**config.mk**
```make
export PLATFORM = sky130hd
export DESIGN_NAME = gf_rom_arbiter
export DESIGN_NICKNAME = d
export VERILOG_FILES = /design/src/rtl/gf_rom_arbiter.sv
export SDC_FILE = /design/constraint.sdc
export NUM_CORES = 1
export LEC_CHECK = 0
export CAP_MARGIN = 15
export CORE_UTILIZATION = 39
export DETAILED_ROUTE_END_ITERATION = 6
export GPL_TIMING_DRIVEN = 0
export PLACE_DENSITY = 0.95
export SYNTH_ARGS = -nofsm -noshare
export SYNTH_HDL_FRONTEND = slang
export SYNTH_SLANG_ARGS = --single-unit
```
**constraint.sdc**
```tcl
create_clock -name clk -period 8.3 [get_ports clk]
set_input_delay 1.66 -clock clk [delete_from_list [all_inputs] [get_ports clk]]
set_output_delay 1.66 -clock clk [all_outputs]
set_load 0.03 [all_outputs]
```
**src/rtl/gf_rom_arbiter.sv**
```systemverilog
// Round-robin arbiter sharing one GF power ROM and one GF decimal ROM among NREQ decoder sub-units.
// Burst locking, zero-bubble hand-over, and a one-hot rvalid tag on the 1-cycle registered ROM return.
module gf_rom_arbiter #(
    parameter int NREQ      = 4,
    parameter int MAX_BURST = 16,
    parameter int AW        = 8
) (
    input  logic                 clk,
    input  logic                 reset,
    input  logic                 en,
    input  logic [NREQ-1:0]      req,
    input  logic [NREQ*AW-1:0]   req_pow_addr,
    input  logic [NREQ*AW-1:0]   req_dec_addr,
    output logic [NREQ-1:0]      gnt,
    output logic [AW-1:0]        rom_pow_addr,
    output logic [AW-1:0]        rom_dec_addr,
    input  logic [AW-1:0]        rom_pow_data,
    input  logic [AW-1:0]        rom_dec_data,
    output logic [AW-1:0]        rd_pow_data,
    output logic [AW-1:0]        rd_dec_data,
    output logic [NREQ-1:0]      rvalid,
    output logic                 busy
);

    localparam int IW = $clog2(NREQ);
    localparam int CW = (MAX_BURST > 0) ? $clog2(MAX_BURST + 1) : 8;
    localparam logic [CW-1:0] CNT_MAX = (MAX_BURST > 0) ? CW'(MAX_BURST) : {CW{1'b1}};

    typedef enum logic {IDLE, OWN} state_t;

    state_t          state_q, state_d;
    logic [IW-1:0]   ptr_q, ptr_d;
    logic [IW-1:0]   owner_q, owner_d;
    logic [CW-1:0]   cnt_q, cnt_d;
    logic [NREQ-1:0] rvalid_q;
    logic            busy_q;

    logic [IW-1:0]   sel;
    logic            sel_vld;
    logic [IW:0]     pick_idle, pick_hand;
    logic            others;
    logic            keep;

    function automatic logic [IW-1:0] nxt(input logic [IW-1:0] x);
        return (x == IW'(NREQ - 1)) ? '0 : x + 1'b1;
    endfunction

    // Returns {found, index}; scanning from the far end lets the lowest offset win.
    function automatic logic [IW:0] rr_pick(input logic [NREQ-1:0] r, input logic [IW-1:0] p);
        logic [IW:0]   res;
        logic [IW-1:0] j;
        res = '0;
        for (int unsigned k = NREQ; k > 0; k--) begin
            j = IW'((32'(p) + k - 1) % NREQ);
            if (r[j]) res = {1'b1, j};
        end
        return res;
    endfunction

    always_comb begin
        state_d   = state_q;
        ptr_d     = ptr_q;
        owner_d   = owner_q;
        cnt_d     = cnt_q;
        sel       = owner_q;
        sel_vld   = 1'b0;
        pick_idle = rr_pick(req, ptr_q);
        pick_hand = rr_pick(req, nxt(owner_q));
        others    = |(req & ~(NREQ'(1) << owner_q));
        keep      = req[owner_q] && ((MAX_BURST == 0) || (cnt_q < CNT_MAX) || !others);

        if (reset && en) begin
            unique case (state_q)
                IDLE: begin
                    if (pick_idle[IW]) begin
                        sel     = pick_idle[IW-1:0];
                        sel_vld = 1'b1;
                        state_d = OWN;
                        owner_d = pick_idle[IW-1:0];
                        cnt_d   = CW'(1);
                        ptr_d   = nxt(pick_idle[IW-1:0]);
                    end
                end
                OWN: begin
                    if (keep) begin
                        sel_vld = 1'b1;
                        cnt_d   = (cnt_q != CNT_MAX) ? cnt_q + 1'b1 : cnt_q;
                    end else if (pick_hand[IW]) begin
                        sel     = pick_hand[IW-1:0];
                        sel_vld = 1'b1;
                        owner_d = pick_hand[IW-1:0];
                        cnt_d   = CW'(1);
                        ptr_d   = nxt(pick_hand[IW-1:0]);
                    end else begin
                        state_d = IDLE;
                    end
                end
                default: state_d = IDLE;
            endcase
        end
    end

    always_comb begin
        gnt          = '0;
        rom_pow_addr = '0;
        rom_dec_addr = '0;
        if (sel_vld) begin
            gnt          = NREQ'(1) << sel;
            rom_pow_addr = req_pow_addr[sel*AW +: AW];
            rom_dec_addr = req_dec_addr[sel*AW +: AW];
        end
    end

    always_ff @(posedge clk or negedge reset) begin
        if (!reset) begin
            state_q  <= IDLE;
            ptr_q    <= '0;
            owner_q  <= '0;
            cnt_q    <= '0;
            rvalid_q <= '0;
            busy_q   <= 1'b0;
        end else begin
            state_q  <= state_d;
            ptr_q    <= ptr_d;
            owner_q  <= owner_d;
            cnt_q    <= cnt_d;
            rvalid_q <= gnt & req;
            busy_q   <= (state_d == OWN);
        end
    end

    assign rvalid      = rvalid_q;
    assign busy        = busy_q;
    assign rd_pow_data = rom_pow_data;
    assign rd_dec_data = rom_dec_data;

endmodule

```
==> reports/metrics.yaml, run 1 <==
synthesis:
  yosysTopAreaCell: "mux2i_1"
  ys_seq_area_share_pct: 18.31
  synth_area_sq_um: 1913
  netlist_instances: 229
  synth_cell_types: 51
  synth_most_common_cell: "mux2i_1"
  synthTopCellsByCount: "mux2i_1 (36), o22ai_1 (20), nor2_1 (17)"
  synth_top_area_share_pct: 18.84
  ys_ff_latch: 14
  syn_nets: 323
  synth_ff_type: "dfrtp_1"
  synth_area_leaders: "mux2i_1 (19%), dfrtp_1 (18%), o22ai_1 (6.5%)"
  synth.avg_cell_area_sq_um: 8.354
  async_flop_share_pct: 100.0
  yosys_warnings: 0
  synth_edf_count: 0
layout:
  fin_util_pct: 66.97
  drive_gt1_share_pct: 13.95
  syn2layout_area_growth_pct: 65.34
  final_nets: 439
  n_antenna_cell: 0
min_path:
  worstHoldPathCells: 2
  worstHoldPathType: "flip-flop to flip-flop"
clocking:
  cts-resized-gates: 0
  clockRootBuffer: "clkbuf_8"
  cts_inserted_buffers: 3
  cts.path.max_buffers: 2
  clock_sinks: 14
  cts_tree: "done"
  clk_pin_slew_ps: 60
  insertion_delay_ps: 240
  htreeDepth: 1
  postCtsHoldBufs: 0
  post_cts_buffers: 0
worst_setup_path:
  cpPeakStageDelay_ps: 910
  crit_chain: "clkdlybuf4s50_1 > nand2_1 > a21o_1 > and2_1 > o31ai_2 > buf_6 > buf_12 > mux2i_1 > o22ai_1 > clkdlybuf4s50_1"
  crit_path_top_delay_cell: "clkdlybuf4s50_1"
  worstPathArrival_ps: 4950
  crit_top_cell: "clkdlybuf4s50_1"
  cp_max_fo: 16
  end_kind: "primary output"
  rr_worst_depth: 11
  worstSetupStartpointType: "input pin"
  cp_data_required_time_ps: 6640
  criticalPathCategory: "input pin to primary output"
sta:
  rsz0062_at_grt: "false"
  worst_slack_ps: 1694
  setup_tns_ps: 0
  slew_violations: 0
  setup_viol: 0
  period_needed_ps: 6606
  period_share_pct: 79.59
  slew_headroom_pct: 54.25
  worst_pin_slew_ps: 684.1
  max_freq_mhz: 151.4
  finalHoldViolations: 0
  fin_skew_ps: 2.076
power:
  pwr-share-clk_pct: 8.4
  switching_share_pct: 47.94
  power_density_nw_per_um2: 250.9
  peakVddDrop_uv: 126.9
  seqPwrFrac_pct: 13.8
  p_int_mw: 0.4132
  p_sw_mw: 0.3805
  comb_power_share_pct: 77.8
  leakage_nw: 1.459
run:
  max_cap_violations: 0
global_routing:
  grt_usage_pct: 21.45
  antenna_found_initial: 0
  grt_pass1_vias: 2030
  grt_max_degree: 17
  overflow: 0
  grt_pass1_wl_mm: 8.949
routing:
  vias: 2191
  routed_wl_mm: 5.922
  via_per_inst: 5.331
  drc: 0
  ant_nets: 0
  dr.pass1.iters: 4
  drtIter0Drc: 112
  wl_per_cell_um: 14.41
placed_design:
  io_buffers: 111
  dp_hpwl_mm: 4.807
  gp_congestion: 0.8876
  pre_cts_ws_ps: 1621
floorplan:
  io_pins: 128
  core.rowCount: 25
  die_w_um: 72.04
  die_area_sq_um: 5190
  start_util_pct: 40.50
  die_y_um: 72.04
  coreArea_sq_um: 4723
status:
  status: "complete, no violations"
-- routing by layer --
layer / up-vias / part of all wire [%] / wire (um) / global-route usage (%)
li1: 1052 / - / - / -
met1: 1013 / 39 / 2322 / 24.51
met2: 118 / 52 / 3073 / 40.46
met3: 8 / 8.2 / 485 / 5.556
met4: 0 / 0.71 / 42 / 3.704
met5: - / 0 / 0 / 0
-- state kept, by name, summed over array words and instances, names as in the netlist --
| name | count |
|---|---|
| busy | 1 |
| cnt_q | 5 |
| owner_q | 2 |
| ptr_q | 2 |
| rvalid | 4 |
-- metrics by stage --
stage	hold slack (ps)	cell area, sq um	total power, mW	std cells
after global routing	586.8	3163	0.8479	411
after CTS	571.5	3163	0.7913	411
after floorplan	495.0	1913	0.5567	229
after global placement	526.1	3108	0.7030	407
after detailed placement	553.3	3108	0.7211	407
final	569.3	3163	0.7937	411
-- critical path, delay by kind of cell --
family	cells	cell delay, ps
buf+inv	4	2020
simple gates	2	460
mux	1	80
compound gates	3	710
-- logic make-up after synthesis --
family / after synthesis / synth area share (%)
AND/OR/NAND/NOR: 63 / 17.01
AO/OA/AOI/OAI: 55 / 20.80
buffers and inverters: 45 / 15.37
multiplexers: 39 / 21.19
flip-flops: 14 / 18.31
adder cells (fa/ha/maj): 7 / 4.578
XOR/XNOR: 6 / 2.747
-- worst paths after layout --
check | start | endpoint | slack (ps)
worst max-delay path | reset | rom_pow_addr[1] | 1690
worst min-delay path | cnt_q[3]$_DFFE_PN0P_ | cnt_q[3]$_DFFE_PN0P_ | 570
worst max register to register | owner_q[0]$_DFF_PN0_ | ptr_q[0]$_DFFE_PN0P_ | 5210
worst min register to register | cnt_q[3]$_DFFE_PN0P_ | cnt_q[3]$_DFFE_PN0P_ | 570
max in group asynchronous | reset | cnt_q[1]$_DFFE_PN0P_ | 6040
min in group asynchronous | reset | cnt_q[3]$_DFFE_PN0P_ | 1830
-- power groups by stage --
stage,registers (mW),clock network (mW),logic (mW)
after floorplan,0.109,0,0.448
after global placement,0.109,0,0.594
after detailed placement,0.110,0,0.611
after CTS,0.109,0.0673,0.615
after global routing,0.112,0.0723,0.664
final,0.110,0.0664,0.618
-- cell usage in the layout (no fill, tap or decap), types with 2 or more instances in the layout --
cell type / netlist / routed
dfrtp_1: 14 / 14
clkbuf_8: 0 / 4
nor4_1: 3 / 3
o21ai_0: 5 / 5
mux2_1: 2 / 2
xor2_1: 5 / 5
buf_6: 3 / 3
nand4_1: 3 / 3
nand3_1: 3 / 3
a21o_1: 2 / 2
inv_2: 3 / 3
nand2b_1: 3 / 3
clkdlybuf4s50_1: 0 / 111
a31oi_1: 4 / 4
clkbuf_1: 3 / 3
inv_1: 8 / 8
and2_1: 2 / 2
nor2_1: 17 / 17
nand2_1: 9 / 9
nor3_1: 8 / 8
buf_4: 16 / 16
ha_1: 7 / 7
nor3b_1: 4 / 4
o21ai_2: 2 / 2
nor2b_1: 6 / 6
a21oi_1: 8 / 8
o22ai_1: 20 / 20
mux2i_1: 36 / 36
buf_2: 9 / 9
-- layout make-up --
| class | count | area [sq um] |
|---|---|---|
| fillers | 390 | 1560 |
| repair buffers | 111 | 1111 |
| multi-input cells | 170 | 1269 |
| flip-flops and latches | 14 | 350.3 |
| well taps | 67 | 83.83 |
| clock buffers | 4 | 55.05 |
| inverters | 11 | 41.29 |
| plain buffers | 34 | 252.7 |
Power figures use the tool's default switching activity.
==> run 2: changes to the inputs <==
--- a/config.mk
+++ b/config.mk
@@ -6,10 +6,10 @@
 export NUM_CORES = 1
 export LEC_CHECK = 0
 export CAP_MARGIN = 15
-export CORE_UTILIZATION = 39
+export CORE_UTILIZATION = 37
 export DETAILED_ROUTE_END_ITERATION = 6
 export GPL_TIMING_DRIVEN = 0
-export PLACE_DENSITY = 0.95
+export PLACE_DENSITY = 0.91
 export SYNTH_ARGS = -nofsm -noshare
 export SYNTH_HDL_FRONTEND = slang
 export SYNTH_SLANG_ARGS = --single-unit
==> constraint.sdc (replaced) <==
create_clock -name clk -period 6.3 [get_ports clk]
set_input_delay 1.26 -clock clk [delete_from_list [all_inputs] [get_ports clk]]
set_output_delay 1.26 -clock clk [all_outputs]
set_load 0.03 [all_outputs]
==> run 2 against run 1 <==
Effect of this change: worst hold slack got worse by 6.9 ps; sequential power rose by 33%; clock-buffer cell count did not move; largest power group unchanged.
==> reports/metrics.yaml, run 2 (synthesis gave the netlist of run 1 again) <==
worst_setup_path:
  criticalPathCategory: "input pin to primary output"
  crit_path_top_delay_cell: "clkdlybuf4s50_1"
  cp_data_required_time_ps: 5040
  worstSetupStartpointType: "input pin"
  end_kind: "primary output"
  cp_max_fo: 16
  crit_chain: "clkdlybuf4s50_1 > nand2_1 > a21o_1 > and2_1 > o31ai_2 > clkbuf_4 > mux2i_1 > o22ai_1 > clkdlybuf4s50_1"
  worstPathArrival_ps: 4650
  r2r_setup_slack_ps: 3180
  cpPeakStageDelay_ps: 940
  crit_top_cell: "clkdlybuf4s50_1"
clocking:
  clock_sinks: 14
  insertion_delay_ps: 250
  clockRootBuffer: "clkbuf_8"
  post_cts_buffers: 0
  clk_pin_slew_ps: 70
  cts_tree: "done"
  cts.path.max_buffers: 2
  htreeDepth: 1
  cts_inserted_buffers: 3
  cts-resized-gates: 0
  postCtsHoldBufs: 0
layout:
  n_antenna_cell: 0
  layout_common_cells: "clkdlybuf4s50_1 (111), mux2i_1 (36), o22ai_1 (20)"
  drive_gt1_share_pct: 13.95
  regMostFlops: "cnt_q"
  mostFrequentLayoutCell: "clkdlybuf4s50_1"
  stdcell_count: 411
  final_nets: 439
  largest_register_ffs: 5
  syn2layout_area_growth_pct: 65.34
sta:
  setup_tns_ps: 0
  fin_skew_ps: 8.946
  setup_viol: 0
  period_needed_ps: 5906
  period_share_pct: 93.75
  rsz0062_at_grt: "false"
  timing.hold.ws_ps: 562.3
  slew_violations: 0
  max_freq_mhz: 169.3
  finalHoldViolations: 0
  worst_pin_slew_ps: 720.3
  slew_headroom_pct: 51.83
power:
  power_density_nw_per_um2: 330.7
  leakage_nw: 1.459
  peakVddDrop_uv: 197.4
routing:
  vias: 2182
  drc: 0
  routed_wl_mm: 6.184
  dr.pass1.iters: 4
  via_per_inst: 5.309
  ant_nets: 0
  drtIter0Drc: 145
  wl_per_cell_um: 15.05
global_routing:
  grt_pass1_vias: 2011
  grt_usage_pct: 22.01
  antenna_found_initial: 0
  grt_pass1_wl_mm: 9.397
  grt_max_degree: 17
  overflow: 0
floorplan:
  start_util_pct: 39.46
  die_area_sq_um: 5462
  coreArea_sq_um: 4848
  die_w_um: 73.91
  core.rowCount: 25
  io_pins: 128
  die_y_um: 73.91
placed_design:
  io_buffers: 111
  gp_congestion: 0.8720
  post-place-cells: 407
  dp_hpwl_mm: 4.880
status:
  status: "complete, no violations"
run:
  max_cap_violations: 0
min_path:
  worstHoldPathType: "flip-flop to flip-flop"
run 2: layer usage:
metal  wire length [um]  GRT usage [%]  share of wire (%)
met2               3245          38.08                 52
met5                  0              0                  0
met4                 78          4.701                1.3
met3                334          3.429                5.4
met1               2526          28.73                 41
run 2: cell type report:
class / instances / area [sq um]
buffer: 34 / 252.7
clock buffer: 4 / 55.05
fill: 387 / 1685
inverter: 11 / 41.29
multi-input combinational: 170 / 1269
sequential: 14 / 350.3
tap: 67 / 83.83
timing repair buffer: 111 / 1111
run 2: worst paths after layout:
check | to | cells after the start | from
max in group asynchronous | owner_q[1]$_DFF_PN0_ | 1 | reset
min reg2reg | ptr_q[0]$_DFFE_PN0P_ | 1 | ptr_q[0]$_DFFE_PN0P_
min | ptr_q[0]$_DFFE_PN0P_ | 1 | ptr_q[0]$_DFFE_PN0P_
max | rom_pow_addr[2] | 9 | reset
min in group asynchronous | busy$_DFFE_PN0P_ | 1 | reset
max reg2reg | rvalid[3]$_DFF_PN0_ | 14 | owner_q[0]$_DFF_PN0_
run 2: power by group:
part,internal (mW),switching (mW)
clock,0.0555,0.0356
sequential,0.115,0.0304
combinational,0.373,0.436
total,0.544,0.502
run 2: worst max-delay path: cells and delay by family:
family	cells	cell delay, ps
buffers and inverters	3	1990
AO/OA/AOI/OAI	3	780
AND/OR/NAND/NOR	2	500
multiplexers	1	120
run 2: per-stage QoR:
stage	setup slack, ps	total power, mW	instance area, sq um	util (%)
global placement	484.5	0.9267	3108	64.10
CTS	363.0	1.041	3163	65.24
detailed placement	397.9	0.9456	3108	64.10
finish	393.9	1.046	3163	65.24
global route	126.2	1.114	3163	65.24
floorplan	1736	0.7334	1913	-
==> run 3: changes to the inputs <==
--- a/config.mk
+++ b/config.mk
@@ -6,10 +6,12 @@
 export NUM_CORES = 1
 export LEC_CHECK = 0
 export CAP_MARGIN = 15
+export CORE_MARGIN = 1.5
 export CORE_UTILIZATION = 37
 export DETAILED_ROUTE_END_ITERATION = 6
 export GPL_TIMING_DRIVEN = 0
 export PLACE_DENSITY = 0.91
+export SLEW_MARGIN = 10
 export SYNTH_ARGS = -nofsm -noshare
 export SYNTH_HDL_FRONTEND = slang
 export SYNTH_SLANG_ARGS = --single-unit
==> run 3 against run 2 <==
Effect of this change: clock skew decreased by 3.6 ps; worst hold slack about the same; global-route usage increased by 0.59 points; clock power decreased by 3.1%; die area increased by 2.7%; sequential power about the same; flip-flop and latch count unchanged; highest routed layer unchanged; sequential share of layout area unchanged; first-iteration DRC count decreased by 32%; final area unchanged; via count increased by 1.9%.
==> reports/metrics.yaml, run 3 (synthesis gave the netlist of run 1 again) <==
run:
  max_cap_violations: 0
sta:
  fin_skew_ps: 5.330
  setup_viol: 0
  max_freq_mhz: 167.9
  finalHoldViolations: 0
  period_needed_ps: 5956
  setup_tns_ps: 0
  slew_headroom_pct: 52.65
  slew_violations: 0
  worst_slack_ps: 344.4
  rsz0062_at_grt: "false"
  period_share_pct: 94.53
  worst_pin_slew_ps: 708.0
global_routing:
  grt_usage_pct: 22.60
  antenna_found_initial: 0
  grt_max_degree: 17
  grt_pass1_vias: 2159
  overflow: 0
  grt_pass1_wl_mm: 9.804
worst_setup_path:
  cp_data_required_time_ps: 5040
  crit_chain: "clkdlybuf4s50_1 > nand2_1 > a21o_1 > and2_1 > o31ai_2 > buf_6 > buf_12 > mux2i_1 > o22ai_1 > clkdlybuf4s50_1"
  criticalPathCategory: "input pin to primary output"
  end_kind: "primary output"
  worstPathArrival_ps: 4700
  crit_path_top_delay_cell: "clkdlybuf4s50_1"
  cp_max_fo: 16
  crit_top_cell: "clkdlybuf4s50_1"
  worstSetupStartpointType: "input pin"
  crit_family: "buffers and inverters"
  cpPeakStageDelay_ps: 930
  critical_path_buf_inv_count: 4
clocking:
  cts.path.max_buffers: 2
  insertion_delay_ps: 250
  htreeDepth: 1
  postCtsHoldBufs: 0
  cts-resized-gates: 0
  clock_sinks: 14
  cts_tree: "done"
  clockRootBuffer: "clkbuf_8"
  cts_inserted_buffers: 3
  clk_pin_slew_ps: 60
  post_cts_buffers: 0
layout:
  mostFrequentLayoutCell: "clkdlybuf4s50_1"
  syn2layout_area_growth_pct: 65.34
  drive_gt1_share_pct: 13.95
  regMostFlops: "cnt_q"
  final_nets: 439
  n_antenna_cell: 0
  layout_common_cells: "clkdlybuf4s50_1 (111), mux2i_1 (36), o22ai_1 (20)"
  largest_register_ffs: 5
placed_design:
  gp_congestion: 0.8799
  pre_cts_ws_ps: 359.0
  io_buffers: 111
  dp_hpwl_mm: 5.189
min_path:
  worstHoldPathType: "flip-flop to flip-flop"
floorplan:
  start_util_pct: 39.46
  core.rowCount: 25
  die_area_sq_um: 5611
  die_w_um: 74.91
  die_y_um: 74.91
  io_pins: 128
  coreArea_sq_um: 4848
power:
  power_density_nw_per_um2: 329.6
  peakVddDrop_uv: 226.8
  leakage_nw: 1.459
routing:
  vias: 2223
  dr.max_layer_used: "met4"
  wl_met1_mm: 2.347
  drtIter0Drc: 98
  dr_wl_met2_mm: 3.505
  drc: 0
  ant_nets: 0
  routed_wl_mm: 6.419
  dr_wl_met3_um: 494
  wl_per_cell_um: 15.62
  dr.pass1.iters: 4
  via_per_inst: 5.409
status:
  status: "complete, no violations"
## run 3: cell counts in the layout (fill, tap and decap cells not counted)
Identical to the previous run, type by type.
## run 3: worst paths after layout
check | start | slack (ps) | cells after the start | end
worst max-delay path | reset | 340 | 10 | rom_pow_addr[0]
worst min-delay path | ptr_q[0]$_DFFE_PN0P_ | 560 | 1 | ptr_q[0]$_DFFE_PN0P_
worst max register to register | owner_q[0]$_DFF_PN0_ | 3110 | 14 | rvalid[0]$_DFF_PN0_
worst min register to register | ptr_q[0]$_DFFE_PN0P_ | 560 | 1 | ptr_q[0]$_DFFE_PN0P_
max in group asynchronous | reset | 4410 | 1 | ptr_q[1]$_DFFE_PN0P_
min in group asynchronous | reset | 1430 | 1 | cnt_q[2]$_DFFE_PN0P_
## run 3: area by class of cell
cell class	instances	area, sq um
fill	402	1685
multi-input combinational	170	1269
timing repair buffer	111	1111
sequential	14	350.3
buffer	34	252.7
tap	67	83.83
clock buffer	4	55.05
inverter	11	41.29
## run 3: layer usage
| metal | global-route usage (%) | up-vias |
|---|---|---|
| met5 | 0 | - |
| met4 | 3.838 | 0 |
| met3 | 6.693 | 12 |
| met2 | 41.49 | 115 |
| met1 | 26.21 | 1043 |
| li1 | - | 1053 |
## run 3: stage by stage
step | hold WS, ps | total power [mW] | cell area (sq um) | utilization (%) | instances
after floorplan | 495.0 | 0.7334 | 1913 | - | 229
after global placement | 532.1 | 0.9262 | 3108 | 64.10 | 407
after detailed placement | 549.6 | 0.9491 | 3108 | 64.10 | 407
after CTS | 568.6 | 1.041 | 3163 | 65.24 | 411
after global routing | 592.3 | 1.123 | 3163 | 65.24 | 411
final | 562.7 | 1.042 | 3163 | 65.24 | 411
## run 3: worst register-to-register path: stages, from the launching register on
cell and delay [ps]:
dfrtp_1 400, buf_2 250, inv_2 90, ha_1 310, buf_6 130, buf_2 200
nor3_1 60, a31oi_1 160, o32a_1 190, a31oi_1 90, a31oi_1 340, a31oi_2 180
nand2b_1 200, buf_2 210, nor3b_1 280
## run 3: where the power goes
group          switching (mW)  internal (mW)  total, mW
clock network          0.0329         0.0554     0.0883
logic                   0.437          0.373      0.810
registers              0.0292          0.115      0.145
